## src/rtl/rv_mc_ctl_if.sv

```systemverilog
// Shared instruction/data memory handshake between the controller and the memory port.
// The controller raises mem_req (with memrw) and memory answers with mem_ready.
interface rv_mc_ctl_if;
    logic mem_req;
    logic memrw;
    logic mem_ready;

    modport master (output mem_req, output memrw, input mem_ready);
    modport slave  (input mem_req, input memrw, output mem_ready);
endinterface

```

## src/rtl/rv_mc_ctl.sv

```systemverilog
// Multicycle RISC-V control FSM with memory wait/timeout handling, a trap path
// and a retired-instruction counter.
module rv_mc_ctl #(
    parameter int CNT_W        = 32,
    parameter int MEM_WAIT_MAX = 15,
    parameter bit TRAP_EN      = 1'b1
) (
    input  logic             clk,
    input  logic             rst,
    rv_mc_ctl_if.master      mem,
    input  logic [31:0]      instr,
    input  logic             zero,
    input  logic             lt,
    output logic [1:0]       pcsource,
    output logic             pcwrite,
    output logic             pccen,
    output logic             irwrite,
    output logic             mdrwrite,
    output logic             regwen,
    output logic [1:0]       wbsel,
    output logic [2:0]       immsel,
    output logic [1:0]       asel,
    output logic [1:0]       bsel,
    output logic [3:0]       alusel,
    output logic             trap,
    output logic [1:0]       trap_cause,
    output logic [3:0]       state,
    output logic [CNT_W-1:0] instr_count
);

    localparam logic [1:0] PC_INC = 2'd0, PC_ALU = 2'd1, PC_ALUOUT = 2'd2, PC_TRAP = 2'd3;
    localparam logic [1:0] WB_PC = 2'd0, WB_ALUOUT = 2'd1, WB_MDR = 2'd2;
    localparam logic [2:0] IMM_B = 3'd0, IMM_L = 3'd1, IMM_S = 3'd2, IMM_J = 3'd3, IMM_U = 3'd4;
    localparam logic [1:0] ALUA_REG = 2'd0, ALUA_PCC = 2'd1, ALUA_ZERO = 2'd2;
    localparam logic [1:0] ALUB_REG = 2'd0, ALUB_IMM = 2'd1;
    localparam logic [3:0] ALU_ADD = 4'b0000, ALU_SUB = 4'b0001;

    localparam logic [6:0] OP_LOAD = 7'h03, OP_STORE = 7'h23, OP_REG = 7'h33, OP_IMM = 7'h13;
    localparam logic [6:0] OP_BRANCH = 7'h63, OP_JAL = 7'h6F, OP_JALR = 7'h67, OP_LUI = 7'h37;

    localparam bit TIMEOUT_EN = TRAP_EN && (MEM_WAIT_MAX != 0);
    localparam int WAIT_W     = (MEM_WAIT_MAX < 2) ? 1 : $clog2(MEM_WAIT_MAX + 1);
    localparam logic [WAIT_W-1:0] WAIT_LIM = WAIT_W'(MEM_WAIT_MAX);

    typedef enum logic [3:0] {
        S_IDLE      = 4'd0,
        S_FETCH     = 4'd1,
        S_DECODE    = 4'd2,
        S_MEM_ADDR  = 4'd3,
        S_LW_MEM    = 4'd4,
        S_LW_WB     = 4'd5,
        S_SW_MEM    = 4'd6,
        S_RTYPE_ALU = 4'd7,
        S_ITYPE_ALU = 4'd8,
        S_ALU_WB    = 4'd9,
        S_BR_EXEC   = 4'd10,
        S_JAL_EXEC  = 4'd11,
        S_JALR_EXEC = 4'd12,
        S_LUI_EXEC  = 4'd13,
        S_TRAP      = 4'd14
    } state_t;

    state_t            cur, nxt;
    logic [WAIT_W-1:0] wait_cnt;
    logic              wait_hit;
    logic              illegal;
    logic              retire_src;
    logic [1:0]        next_cause;
    logic [6:0]        opcode;
    logic [2:0]        funct3;
    logic              unused_instr_bits;

    assign opcode            = instr[6:0];
    assign funct3            = instr[14:12];
    assign state             = cur;
    assign wait_hit          = (wait_cnt == WAIT_LIM);
    assign retire_src        = cur inside {S_LW_WB, S_SW_MEM, S_ALU_WB, S_BR_EXEC, S_JAL_EXEC, S_JALR_EXEC};
    assign unused_instr_bits = ^{instr[31], instr[29:15], instr[11:7]};

    // State register plus the wait counter, sticky trap cause and retire counter.
    always_ff @(posedge clk or posedge rst) begin
        if (rst) begin
            cur         <= S_IDLE;
            wait_cnt    <= '0;
            trap_cause  <= 2'd0;
            instr_count <= '0;
        end else begin
            cur <= nxt;
            if (nxt != cur)
                wait_cnt <= '0;
            else if (mem.mem_req && !mem.mem_ready && !wait_hit)
                wait_cnt <= wait_cnt + WAIT_W'(1);
            if (nxt == S_TRAP && cur != S_TRAP)
                trap_cause <= next_cause;
            if (nxt == S_FETCH && retire_src)
                instr_count <= instr_count + CNT_W'(1);
        end
    end

    // Next state and datapath controls; a timeout fires only when memory is still
    // not ready in the cycle the wait counter sits at its limit.
    always_comb begin
        nxt          = cur;
        mem.mem_req  = 1'b0;
        mem.memrw    = 1'b0;
        pcsource     = PC_INC;
        pcwrite      = 1'b0;
        pccen        = 1'b0;
        irwrite      = 1'b0;
        mdrwrite     = 1'b0;
        regwen       = 1'b0;
        wbsel        = WB_PC;
        immsel       = IMM_B;
        asel         = ALUA_REG;
        bsel         = ALUB_REG;
        alusel       = ALU_ADD;
        trap         = 1'b0;
        illegal      = 1'b0;
        next_cause   = 2'd0;

        case (cur)
            S_IDLE: nxt = S_FETCH;
            S_FETCH: begin
                mem.mem_req = 1'b1;
                if (mem.mem_ready) begin
                    irwrite = 1'b1;
                    pcwrite = 1'b1;
                    pccen   = 1'b1;
                    nxt     = S_DECODE;
                end else if (TIMEOUT_EN && wait_hit) begin
                    nxt        = S_TRAP;
                    next_cause = 2'd2;
                end
            end
            S_DECODE: begin
                asel   = ALUA_PCC;
                bsel   = ALUB_IMM;
                immsel = IMM_B;
                case (opcode)
                    OP_LOAD, OP_STORE: nxt = S_MEM_ADDR;
                    OP_REG:            nxt = S_RTYPE_ALU;
                    OP_IMM:    if (funct3 == 3'b000) nxt = S_ITYPE_ALU; else illegal = 1'b1;
                    OP_BRANCH: if (funct3 inside {3'b000, 3'b001, 3'b100}) nxt = S_BR_EXEC;
                               else illegal = 1'b1;
                    OP_JAL:            nxt = S_JAL_EXEC;
                    OP_JALR:           nxt = S_JALR_EXEC;
                    OP_LUI:            nxt = S_LUI_EXEC;
                    default:           illegal = 1'b1;
                endcase
                if (illegal) begin
                    if (TRAP_EN) begin
                        nxt        = S_TRAP;
                        next_cause = 2'd1;
                    end else begin
                        nxt = S_FETCH;
                    end
                end
            end
            S_MEM_ADDR: begin
                bsel   = ALUB_IMM;
                immsel = opcode[5] ? IMM_S : IMM_L;
                nxt    = opcode[5] ? S_SW_MEM : S_LW_MEM;
            end
            S_LW_MEM: begin
                mem.mem_req = 1'b1;
                if (mem.mem_ready) begin
                    mdrwrite = 1'b1;
                    nxt      = S_LW_WB;
                end else if (TIMEOUT_EN && wait_hit) begin
                    nxt        = S_TRAP;
                    next_cause = 2'd2;
                end
            end
            S_LW_WB: begin
                wbsel  = WB_MDR;
                regwen = 1'b1;
                nxt    = S_FETCH;
            end
            S_SW_MEM: begin
                mem.mem_req = 1'b1;
                mem.memrw   = 1'b1;
                if (mem.mem_ready) begin
                    nxt = S_FETCH;
                end else if (TIMEOUT_EN && wait_hit) begin
                    nxt        = S_TRAP;
                    next_cause = 2'd2;
                end
            end
            S_RTYPE_ALU: begin
                alusel = {funct3, instr[30]};
                nxt    = S_ALU_WB;
            end
            S_ITYPE_ALU: begin
                bsel   = ALUB_IMM;
                immsel = IMM_L;
                alusel = {funct3, 1'b0};
                nxt    = S_ALU_WB;
            end
            S_ALU_WB: begin
                wbsel  = WB_ALUOUT;
                regwen = 1'b1;
                nxt    = S_FETCH;
            end
            S_BR_EXEC: begin
                alusel   = ALU_SUB;
                pcsource = PC_ALUOUT;
                case (funct3)
                    3'b000:  pcwrite = zero;
                    3'b001:  pcwrite = !zero;
                    3'b100:  pcwrite = lt;
                    default: pcwrite = 1'b0;
                endcase
                nxt = S_FETCH;
            end
            S_JAL_EXEC, S_JALR_EXEC: begin
                asel     = (cur == S_JAL_EXEC) ? ALUA_PCC : ALUA_REG;
                immsel   = (cur == S_JAL_EXEC) ? IMM_J : IMM_L;
                bsel     = ALUB_IMM;
                pcsource = PC_ALU;
                pcwrite  = 1'b1;
                regwen   = 1'b1;
                wbsel    = WB_PC;
                nxt      = S_FETCH;
            end
            S_LUI_EXEC: begin
                asel   = ALUA_ZERO;
                bsel   = ALUB_IMM;
                immsel = IMM_U;
                nxt    = S_ALU_WB;
            end
            S_TRAP: begin
                trap     = 1'b1;
                pcsource = PC_TRAP;
                pcwrite  = 1'b1;
                nxt      = S_FETCH;
            end
            default: nxt = S_IDLE;
        endcase
    end

endmodule

```

## src/flat_wrapper.sv

```systemverilog
// flat-port wrapper written by rule: the top's interface ports become plain ports
module rv_mc_ctl_flat 
#(
    parameter int CNT_W        = 32,
    parameter int MEM_WAIT_MAX = 15,
    parameter bit TRAP_EN      = 1'b1
)
  (clk, rst, instr, zero, lt, pcsource, pcwrite, pccen, irwrite, mdrwrite, regwen, wbsel, immsel, asel, bsel, alusel, trap, trap_cause, state, instr_count, mem_mem_req, mem_memrw, mem_mem_ready);
  rv_mc_ctl_if mem_i ();
  input  logic clk;
  input  logic rst;
  input  logic [31:0] instr;
  input  logic zero;
  input  logic lt;
  output logic [1:0] pcsource;
  output logic pcwrite;
  output logic pccen;
  output logic irwrite;
  output logic mdrwrite;
  output logic regwen;
  output logic [1:0] wbsel;
  output logic [2:0] immsel;
  output logic [1:0] asel;
  output logic [1:0] bsel;
  output logic [3:0] alusel;
  output logic trap;
  output logic [1:0] trap_cause;
  output logic [3:0] state;
  output logic [CNT_W-1:0] instr_count;
  output wire logic [$bits(mem_i.mem_req)-1:0] mem_mem_req;
  output wire logic [$bits(mem_i.memrw)-1:0] mem_memrw;
  input wire logic [$bits(mem_i.mem_ready)-1:0] mem_mem_ready;
  assign mem_mem_req = mem_i.mem_req;
  assign mem_memrw = mem_i.memrw;
  assign mem_i.mem_ready = mem_mem_ready;
  rv_mc_ctl #(.CNT_W(CNT_W), .MEM_WAIT_MAX(MEM_WAIT_MAX), .TRAP_EN(TRAP_EN)) u_core (.clk(clk), .rst(rst), .mem(mem_i), .instr(instr), .zero(zero), .lt(lt), .pcsource(pcsource), .pcwrite(pcwrite), .pccen(pccen), .irwrite(irwrite), .mdrwrite(mdrwrite), .regwen(regwen), .wbsel(wbsel), .immsel(immsel), .asel(asel), .bsel(bsel), .alusel(alusel), .trap(trap), .trap_cause(trap_cause), .state(state), .instr_count(instr_count));
endmodule
```

## config.mk

```make
export PLATFORM = sky130hd
export DESIGN_NAME = rv_mc_ctl_flat
export DESIGN_NICKNAME = d
export VERILOG_FILES = /design/src/rtl/rv_mc_ctl_if.sv /design/src/rtl/rv_mc_ctl.sv /design/src/flat_wrapper.sv
export SDC_FILE = /design/constraint.sdc
export NUM_CORES = 1
export LEC_CHECK = 0
export CELL_PAD_IN_SITES_DETAIL_PLACEMENT = 0
export CELL_PAD_IN_SITES_GLOBAL_PLACEMENT = 2
export CORE_MARGIN = 2
export CORE_UTILIZATION = 29
export CTS_BUF_LIST = sky130_fd_sc_hd__clkbuf_2
export DETAILED_ROUTE_END_ITERATION = 7
export PLACE_DENSITY = 0.85
export SYNTH_ARGS = -nofsm -noshare
export SYNTH_HDL_FRONTEND = slang
export SYNTH_SLANG_ARGS = --single-unit
```

## constraint.sdc

```tcl
create_clock -name clk -period 4.2 [get_ports clk]
set_input_delay 0.84 -clock clk [delete_from_list [all_inputs] [get_ports clk]]
set_output_delay 0.84 -clock clk [all_outputs]
set_load 0.05 [all_outputs]
```

======== Yosys cells after proc, flatten, opt, wreduce, memory -nomap -nowiden ========
Index checks and enable logic that the tools add are counted.
cells by class
  eq/ne operators ......................... 29
  multiplexer cells ....................... 38
  $add $sub $neg .......................... 2
  reduce and logical (&&, ||, !) cells .... 21
operator list
  cell                     count
  $pmux W4 S7              2
  $eq A4 B4 Y1 const B     9
  $mux W4                  9
  $add A32 B1 Y32 const B  1
  $eq A7 B6 Y1 const B     3
  $eq A7 B7 Y1 const B     3
  $eq A4 B3 Y1 const B     4
  $mux W1                  13
  $pmux W2 S3              2
  $pmux W3 S4              1
  $pmux W4 S3              1
  $reduce_or A6 Y1         2
  $mux W2                  5
  $pmux W1 S3              3
  $reduce_or A3 Y1         3
  $eq A4 B1 Y1 const B     2
  $eq A4 B2 Y1 const B     2
  $pmux W2 S2              2
  $eq A7 B2 Y1 const B     1
  $eq A7 B5 Y1 const B     1
  $reduce_or A7 Y1         1
  $reduce_bool A6 Y1       1
  $add A4 B1 Y4 const B    1
  $logic_and A1 B1 Y1      4
  other kinds (11)         14
word-level totals
  register bits ........................... 42
  output and inout bits ................... 61

======== Logic depth before layout (Yosys ltp) ========
Gate-level depths: netlist of the first run.
  word-level depth ........................ 9
  depth in mapped cells ................... 9
  mapped depth without buffers ............ 7

======== Worst setup path before layout of the first run ========
No wires, ideal clock.
  path kind ............................... flip-flop to output port
  start point ............................. reg u_core.cur[2], in the netlist u_core.state[2]
  end point ............................... out mdrwrite
  data arrival time ....................... 2.953 ns
  required time ........................... 3.360 ns
  path slack .............................. 0.407 ns
  stages on the path, launching flop included .. 5
  cells stage by stage .................... dfrtp_1 -> buf_2 -> clkbuf_1 -> nand2_1 -> nor4b_1
on the way
  cells in the longest elaborated chain, start to end .. 2
ends and longest elaborated chain
  item                    line                source
  start, declared         rv_mc_ctl.sv:63     state_t cur, nxt;
  start signal, assigned  rv_mc_ctl.sv:88     cur <= nxt;
  $eq A4 B3 Y1            rv_mc_ctl.sv:121    case (cur)
  $mux W1                 rv_mc_ctl.sv:121
  end, declared           flat_wrapper.sv:19  output logic mdrwrite;
No other way between the ends.

======== Final worst setup path of the first run ========
  start point ............................. reg u_core.cur[2], in the netlist u_core.state[2]
  end point ............................... out alusel[3]
on the way
  cells in the longest elaborated chain, start to end .. 2
ends and longest elaborated chain
  item                                                 line                source
  $eq A4 B4 Y1 / $eq A4 B3 Y1 (equally long branches)  rv_mc_ctl.sv:121
  $pmux W4 S3 (*)                                      rv_mc_ctl.sv:121
  end, declared                                        flat_wrapper.sv:25  output logic [3:0] alusel;
Every way passes the cells marked *; elsewhere a longest branch is shown, timed or not.

==> metrics.yaml, run 1 <==
cp-end-kind: "output pin"
worst_hold_slack_ns: 0.496
cts_made_buffers: 5
drt_iter0_markers: 127
fin_crit_ns: 3.67
dpl.hpwl_um: 4970
p_leak_nw: 1.50
tightestPinTransition_ns: 0.755
finalCritPeriodShare: 0.874
grt_pass1_wl_um: 11300
busiest_layer: "met2"
groute.usage.overall: 0.136
cp_max_fo: 23
min_path_type: "flop to flop"
drv_slew: 0
max_freq_mhz: 272
post-cts-setup-buffer-count: 0
antenna_found_initial: 0
critPathTopFamily: "flip-flops"
via_count: 2433
synth_area_mm2: 0.00273
setup_ws_ns: 0.530
core_mm2: 0.00920
cts_root_buf: "clkbuf_2"
ys_seq_area_frac: 0.385
cts.sinks: 42
syn_inst: 302
worst_ir_drop_vdd_uv: 383
cts_buffer_depth: 2
synth_top_cell_area_share: 0.385
path_cells: "nor2b_1, a32o_1, and2_1, clkdlybuf4s50_1"
via_per_inst: 5.06
synth_commonest_cells: "dfrtp_1 (42), nor2_1 (35), nand2_1 (24), xnor2_1 (24), nand3_1 (12)"
holdBufCountCts: 0
yosys_warnings: 0
setup_violations: 0
grt_use_met2: 0.204
syn_avg_cell_area_um2: 9.03
io_pins: 98
synthFlopType: "dfrtp_1"
synth_top_area_cell: "dfrtp_1"
fp.dieW_um: 101
cts-resized-gates: 0
drive_above_1_share: 0.0703
fill_cells: 948
fin_skew_ns: 0.0254
fp-row-count: 35
rsz0062_at_grt: "no"
firstDrtPassIters: 4
outcome: "finished clean"
cts_tree: "done"
gr-usage-met3: 0.0326
clk_pin_slew_ns: 0.21
start_util: 0.296
arrival_ns: 2.83
avgRoutedWirePerCell_um: 14.0
drc: 0
first_global_vias: 2315
crit_slowest_cell: "dfrtp_1"
grt_max_degree: 43
clk_latency_ns: 0.40
multi_input_area_mm2: 0.00153
port_buffers: 75
crit_buf_inv: 1
num_antenna_cells: 0
slew_headroom: 0.492
synth_nets: 341
h-tree-depth: 2
synth_edf_count: 0
p_per_area_mw_per_mm2: 512
final_nets: 408
dieArea_mm2: 0.0102
grtUsageMet1: 0.199
synth.most_common_cell: "dfrtp_1"
grt-ovfl-total: 0
drt_wl_total_um: 6710
gp_congestion: 0.763
finalSetupTns_ns: 0
crit_path_start_kind: "flop"
dpl_worst_slack_ns: 0.551
drv_cap: 0
synthArstFlopShare: 1.00
regArea_mm2: 0.00105
die_h_um: 101
finalHoldViolations: 0
antenna_left: 0
cpPeakStageDelay_ns: 0.81
synth.area.top_cells: "dfrtp_1 (39%), xnor2_1 (7.7%), nor2_1 (4.8%), xor2_1 (3.5%), nand2_1 (3.3%)"
synthDistinctLibCells: 65
synth_seq_cells: 42
required_ns: 3.36
synthToLayoutAreaGrowth_pct: 32.1
criticalPathCategory: "flop to output pin"
kinds of logic after synthesis:
logic type,after synthesis,synth area share
compound gates,48,0.130
fa+ha+maj,2,0.00918
buf+inv,29,0.0542
simple gates,142,0.294
mux,2,0.00780
other cells,1,0.00138
flops,42,0.385
xor+xnor,36,0.118
through the flow:
stage | power, mW | area, µm² | instances | utilization
finish | 1.84 | 3600 | 481 | 0.392
floorplan | 1.34 | 2730 | 302 | -
detailed placement | 1.62 | 3540 | 473 | 0.384
CTS | 1.86 | 3600 | 481 | 0.392
global placement | 1.62 | 3540 | 473 | 0.384
global route | 1.97 | 3600 | 481 | 0.392
final timing paths:
path	to	depth (start not counted)	start	slack [ns]
max	alusel[3]	4	u_core.state[2]	0.53
min	u_core.instr_count[31]	1	u_core.instr_count[31]	0.50
max reg2reg	u_core.instr_count[16]	6	u_core.state[1]	1.55
min reg2reg	u_core.instr_count[31]	1	u_core.instr_count[31]	0.50
max in group asynchronous	u_core.wait_cnt[3]	3	rst	2.97
min in group asynchronous	u_core.instr_count[31]	3	rst	0.84
placed cells by master, fill, tap and decap left out, drive strengths merged, types with 3 or more instances in the layout:
cell,n
o221ai,3
buf,4
clkdlybuf4s50,75
dfrtp,42
clkbuf,7
nor2b,6
a21oi,10
nand4,13
nor3,5
a31oi,4
nand3,14
nand2,24
a32o,4
nor4b,3
nand2b,11
nor2,35
a211oi,3
xnor2,25
xor2,11
and2,6
nor4,3
o21ai,6
inv,9
and3,8
flip-flops by register name, indices dropped and copies added, names as in the netlist:
name / cells
u_core.trap_cause: 2
u_core.state: 4
u_core.instr_count: 32
u_core.wait_cnt: 4
routing by layer:
layer	part of all wire	up-vias	wire length, µm
li1	-	1199	-
met1	0.51	1178	3410
met2	0.44	49	2940
met3	0.047	7	317
met4	0.0060	0	40
met5	0	-	0
where the power goes:
group / total, mW / switching, mW / internal, mW
Combinational: 1.05 / 0.672 / 0.373
Clock: 0.233 / 0.127 / 0.106
Sequential: 0.566 / 0.101 / 0.465
final cells by class:
cell class | count | area share
Clock buffer | 7 | 0.00973
Clock inverter | 1 | 0.00834
Timing Repair Buffer | 79 | 0.217
Tap cell | 111 | 0.0386
Sequential cell | 42 | 0.292
Multi-Input combinational cell | 231 | 0.424
Inverter | 10 | 0.0104
No activity file was read; power rests on OpenSTA's default activity.
==> run 2: changes to the inputs <==
Settings changed: CORE_UTILIZATION 29 to 41, DONT_BUFFER_PORTS set to 1, REMOVE_ABC_BUFFERS set to 1.
==> metrics.yaml, run 2 (synthesis gave the netlist of run 1 again) <==
num_antenna_cells: 0
rsz0062_at_grt: "no"
cts_tree: "done"
drv_slew: 0
grt_max_degree: 25
outcome: "finished clean"
gp_congestion: 0.854
final_nets: 341
synthToLayoutAreaGrowth_pct: 4.82
start_util: 0.427
drc: 0
crit_slowest_cell: "dfrtp_1"
grt-ovfl-total: 0
clk_latency_ns: 0.39
finalCritPeriodShare: 0.786
dieArea_mm2: 0.00732
grt_pass1_wl_um: 9830
cp-end-kind: "output pin"
fp-row-count: 29
avgRoutedWirePerCell_um: 16.4
via_count: 2180
die_h_um: 85.5
cpPeakStageDelay_ns: 0.67
groute.usage.overall: 0.167
clk_pin_slew_ns: 0.20
finalSetupTns_ns: 0
cts-resized-gates: 0
slew_headroom: 0.366
antenna_left: 0
drv_cap: 0
setup_violations: 0
via_per_inst: 5.74
p_leak_nw: 1.26
cts_made_buffers: 5
fp.dieW_um: 85.5
final_cell_mix: "dfrtp_1 (42), nor2_1 (34), nand2_1 (24), xnor2_1 (24)"
required_ns: 3.36
finalHoldViolations: 0
crit_path_start_kind: "flop"
path_cells: "buf_4, nor2b_1, a32o_1, and2_1"
cp_max_fo: 21
cts_root_buf: "clkbuf_2"
port_buffers: 0
drive_above_1_share: 0.119
top_register: "u_core.instr_count"
cts.sinks: 42
min_path_type: "primary input to asynchronous set/reset pin"
p_per_area_mw_per_mm2: 564
layout_commonest_cell: "dfrtp_1"
drt_iter0_markers: 81
drt_wl_total_um: 6210
tightestPinTransition_ns: 0.944
io_pins: 98
fin_skew_ns: 0.00519
arrival_ns: 2.46
antenna_found_initial: 0
h-tree-depth: 2
fill_cells: 638
holdBufCountCts: 0
cts_buffer_depth: 2
largest_reg_flops: 32
first_global_vias: 1997
placedCellCount: 372
worst_ir_drop_vdd_uv: 417
criticalPathCategory: "flop to output pin"
worst_hold_slack_ns: 0.310
fin_crit_ns: 3.30
firstDrtPassIters: 4
dpl.hpwl_um: 4580
core_mm2: 0.00639
post-cts-setup-buffer-count: 0
fin_cells: 380
max_freq_mhz: 303
run 2: cell types whose count changed in the layout (fill, tap and decap cells not counted), sizes merged:
cell / previous run / this run
bufinv: 1 / 0
clkdlybuf4s50: 75 / 0
inv: 9 / 8
buf: 4 / 12
clkbuf: 7 / 6
clkinv: 1 / 4
run 2: path summary, 6_finish.rpt:
check	from	end	slack, ns	depth (start not counted)
setup reg to reg	u_core.state[0]	u_core.instr_count[14]	1.22	7
min in group clk	u_core.wait_cnt[0]	u_core.wait_cnt[0]	0.58	2
setup / recovery	u_core.state[3]	alusel[3]	0.90	4
hold reg to reg	u_core.wait_cnt[0]	u_core.wait_cnt[0]	0.58	2
max in group asynchronous	rst	u_core.instr_count[31]	3.20	2
hold / removal	rst	u_core.wait_cnt[3]	0.31	1
run 2: cell type report:
type,count,area (µm²),area share
clock buffers,6,30.0,0.0105
repair buffers,12,90.1,0.0315
clock inverters,2,8.76,0.00306
inverters,10,37.5,0.0131
well taps,77,96.3,0.0337
flip-flops and latches,42,1050,0.368
multi-input cells,231,1540,0.540
run 2: layer usage:
metal	vias up	track usage	wire length (µm)
met5	-	0	0
met3	6	0.0443	307
met4	0	0.0462	60
met2	50	0.238	2750
li1	1073	-	-
met1	1051	0.250	3100
run 2: worst max-delay path: cells and delay by family (launching register included):
family,cells,cell delay (ns)
and+or+nand+nor,2,0.78
AOI/OAI and AO/OA,1,0.29
DFF,1,0.67
buffers and inverters,1,0.33
run 2: through the flow:
step | total power, mW | util | setup WS, ns | area (µm²)
floorplan | 1.28 | - | 0.154 | 2620
global placement | 1.45 | 0.441 | 1.29 | 2820
CTS | 1.63 | 0.447 | 0.871 | 2860
finish | 1.61 | 0.447 | 0.898 | 2860
global route | 1.72 | 0.447 | 0.699 | 2860
detailed placement | 1.46 | 0.441 | 1.26 | 2820
run 2: where the power goes:
| part | switching, mW | leakage [nW] | internal, mW |
|---|---|---|---|
| Clock | 0.126 | 0.0304 | 0.0410 |
| Sequential | 0.238 | 0.561 | 0.462 |
| Combinational | 0.508 | 0.665 | 0.236 |
| Total | 0.873 | 1.26 | 0.739 |
==> run 3: changes to the inputs <==
Settings changed: CORE_UTILIZATION 41 to 34, PLACE_DENSITY 0.85 to 0.75.
Clock period 4.2 ns to 2.74 ns, I/O delays scaled along.
==> metrics.yaml, run 3 (synthesis gave the netlist of run 1 again) <==
largest_reg_flops: 32
grt_use_met2: 0.233
firstDrtPassIters: 4
fin_skew_ns: 0.0117
dieArea_mm2: 0.00875
h-tree-depth: 2
top_register: "u_core.instr_count"
finalHoldViolations: 0
placedCellCount: 436
critPathTopFamily: "simple AND/OR/NAND/NOR gates"
grt_pass1_wl_um: 10900
avgRoutedWirePerCell_um: 14.9
required_ns: 2.19
start_util: 0.351
worst_ir_drop_vdd_uv: 523
crit_buf_inv: 2
via_count: 2338
busiest_layer: "met2"
gr-usage-met3: 0.0427
grt_max_degree: 33
p_leak_nw: 1.51
setup_violations: 0
drv_slew: 0
via_per_inst: 5.18
cp-end-kind: "output pin"
p_per_area_mw_per_mm2: 813
worst_hold_slack_ns: 0.365
fp-row-count: 32
clk_latency_ns: 0.39
fp.dieW_um: 93.5
clk_pin_slew_ns: 0.20
layout_commonest_cell: "buf_4"
drt_iter0_markers: 109
antenna_left: 0
tightestPinTransition_ns: 0.596
setup_ws_ns: 0.158
crit_slowest_cell: "dfrtp_2"
synthToLayoutAreaGrowth_pct: 21.1
final_nets: 387
die_h_um: 93.5
arrival_ns: 2.03
core_mm2: 0.00777
cp_max_fo: 10
first_global_vias: 2212
port_buffers: 0
multi_input_area_mm2: 0.00154
num_antenna_cells: 0
design_area_mm2: 0.00330
cts_tree: "done"
antenna_found_initial: 0
cp_num_cells: 5
max_freq_mhz: 387
criticalPathCategory: "flop to output pin"
dpl_worst_slack_ns: 0.355
outcome: "finished clean"
grtUsageMet1: 0.227
min_path_type: "primary input to flop"
crit_path_start_kind: "flop"
r2r_cells: 6
cts_root_buf: "clkbuf_2"
groute.usage.overall: 0.157
regArea_mm2: 0.00105
finalCritPeriodShare: 0.942
grt-ovfl-total: 0
cpPeakStageDelay_ns: 0.52
slew_headroom: 0.603
fin_cells: 451
drc: 0
gp_congestion: 0.822
drv_cap: 0
rsz0062_at_grt: "no"
path_cells: "buf_4, nand2b_1, a21oi_1, or3_1, buf_12"
final_cell_mix: "buf_4 (52), dfrtp_1 (39), nor2_1 (34)"
dpl.hpwl_um: 5060
fill_cells: 821
cts_buffer_depth: 2
drive_above_1_share: 0.235
io_pins: 98
fin_crit_ns: 2.58
cts_made_buffers: 5
placed_area_mm2: 0.00321
hold_depth: 2
cts.sinks: 42
drt_wl_total_um: 6710
## run 3: cell count changes in the layout (fill, tap and decap cells not counted), sizes merged
cell         change
dlygate4sd3      +1
clkbuf           -1
buf             +45
clkinv           +1
## run 3: layout make-up
type                            count  area share
Multi-Input combinational cell    231       0.468
Sequential cell                    42       0.320
Timing Repair Buffer               58       0.152
Tap cell                          102      0.0387
Inverter                           10      0.0114
Clock buffer                        5     0.00758
Clock inverter                      3     0.00341
## run 3: through the flow
step	TNS (ns)	power, mW	utilization
final	0	2.68	0.425
after CTS	0	2.68	0.419
after detailed placement	0	2.41	0.413
after global routing	0	2.87	0.425
after floorplan	-3.16	1.96	-
after global placement	0	2.41	0.413
## run 3: path summary, 6_finish.rpt
path                       slack, ns          startpoint                endpoint
setup / recovery                0.16     u_core.state[2]                 pcwrite
hold / removal                  0.37            instr[3]         u_core.state[1]
setup reg to reg                0.29     u_core.state[1]  u_core.instr_count[31]
hold reg to reg                 0.57  u_core.wait_cnt[0]      u_core.wait_cnt[0]
max in group asynchronous       1.53                 rst  u_core.instr_count[31]
min in group asynchronous       0.51                 rst      u_core.wait_cnt[2]
## run 3: worst register-to-register path, cell delays in order (launching register included)
cell and delay, ns:
dfrtp_1 0.70, clkinv_1 0.40, a21oi_1 0.26, or2_1 0.30, and4_4 0.39, nand4_2 0.13
xnor2_1 0.17
## run 3: power breakdown
group / switching (mW) / internal, mW / leakage [nW] / total (mW)
logic: 0.889 / 0.539 / 0.923 / 1.43
registers: 0.291 / 0.713 / 0.557 / 1.00
clock network: 0.197 / 0.0547 / 0.0255 / 0.252
## run 3: repair_timing
action | 4_1_cts | 5_1_grt
setup buffers | 0 | 6
setup endpoints to repair | 1 | 3
endpoints found under the hold margin | 10 | 0
gates resized for setup | 1 | 2
hold buffers | 1 | 0
## run 3: layer usage
layer  vias to the layer above  wire length (µm)
met4                         0                57
met5                         -                 0
li1                       1167                 -
met2                        51              2990
met3                         7               356
met1                      1113              3300
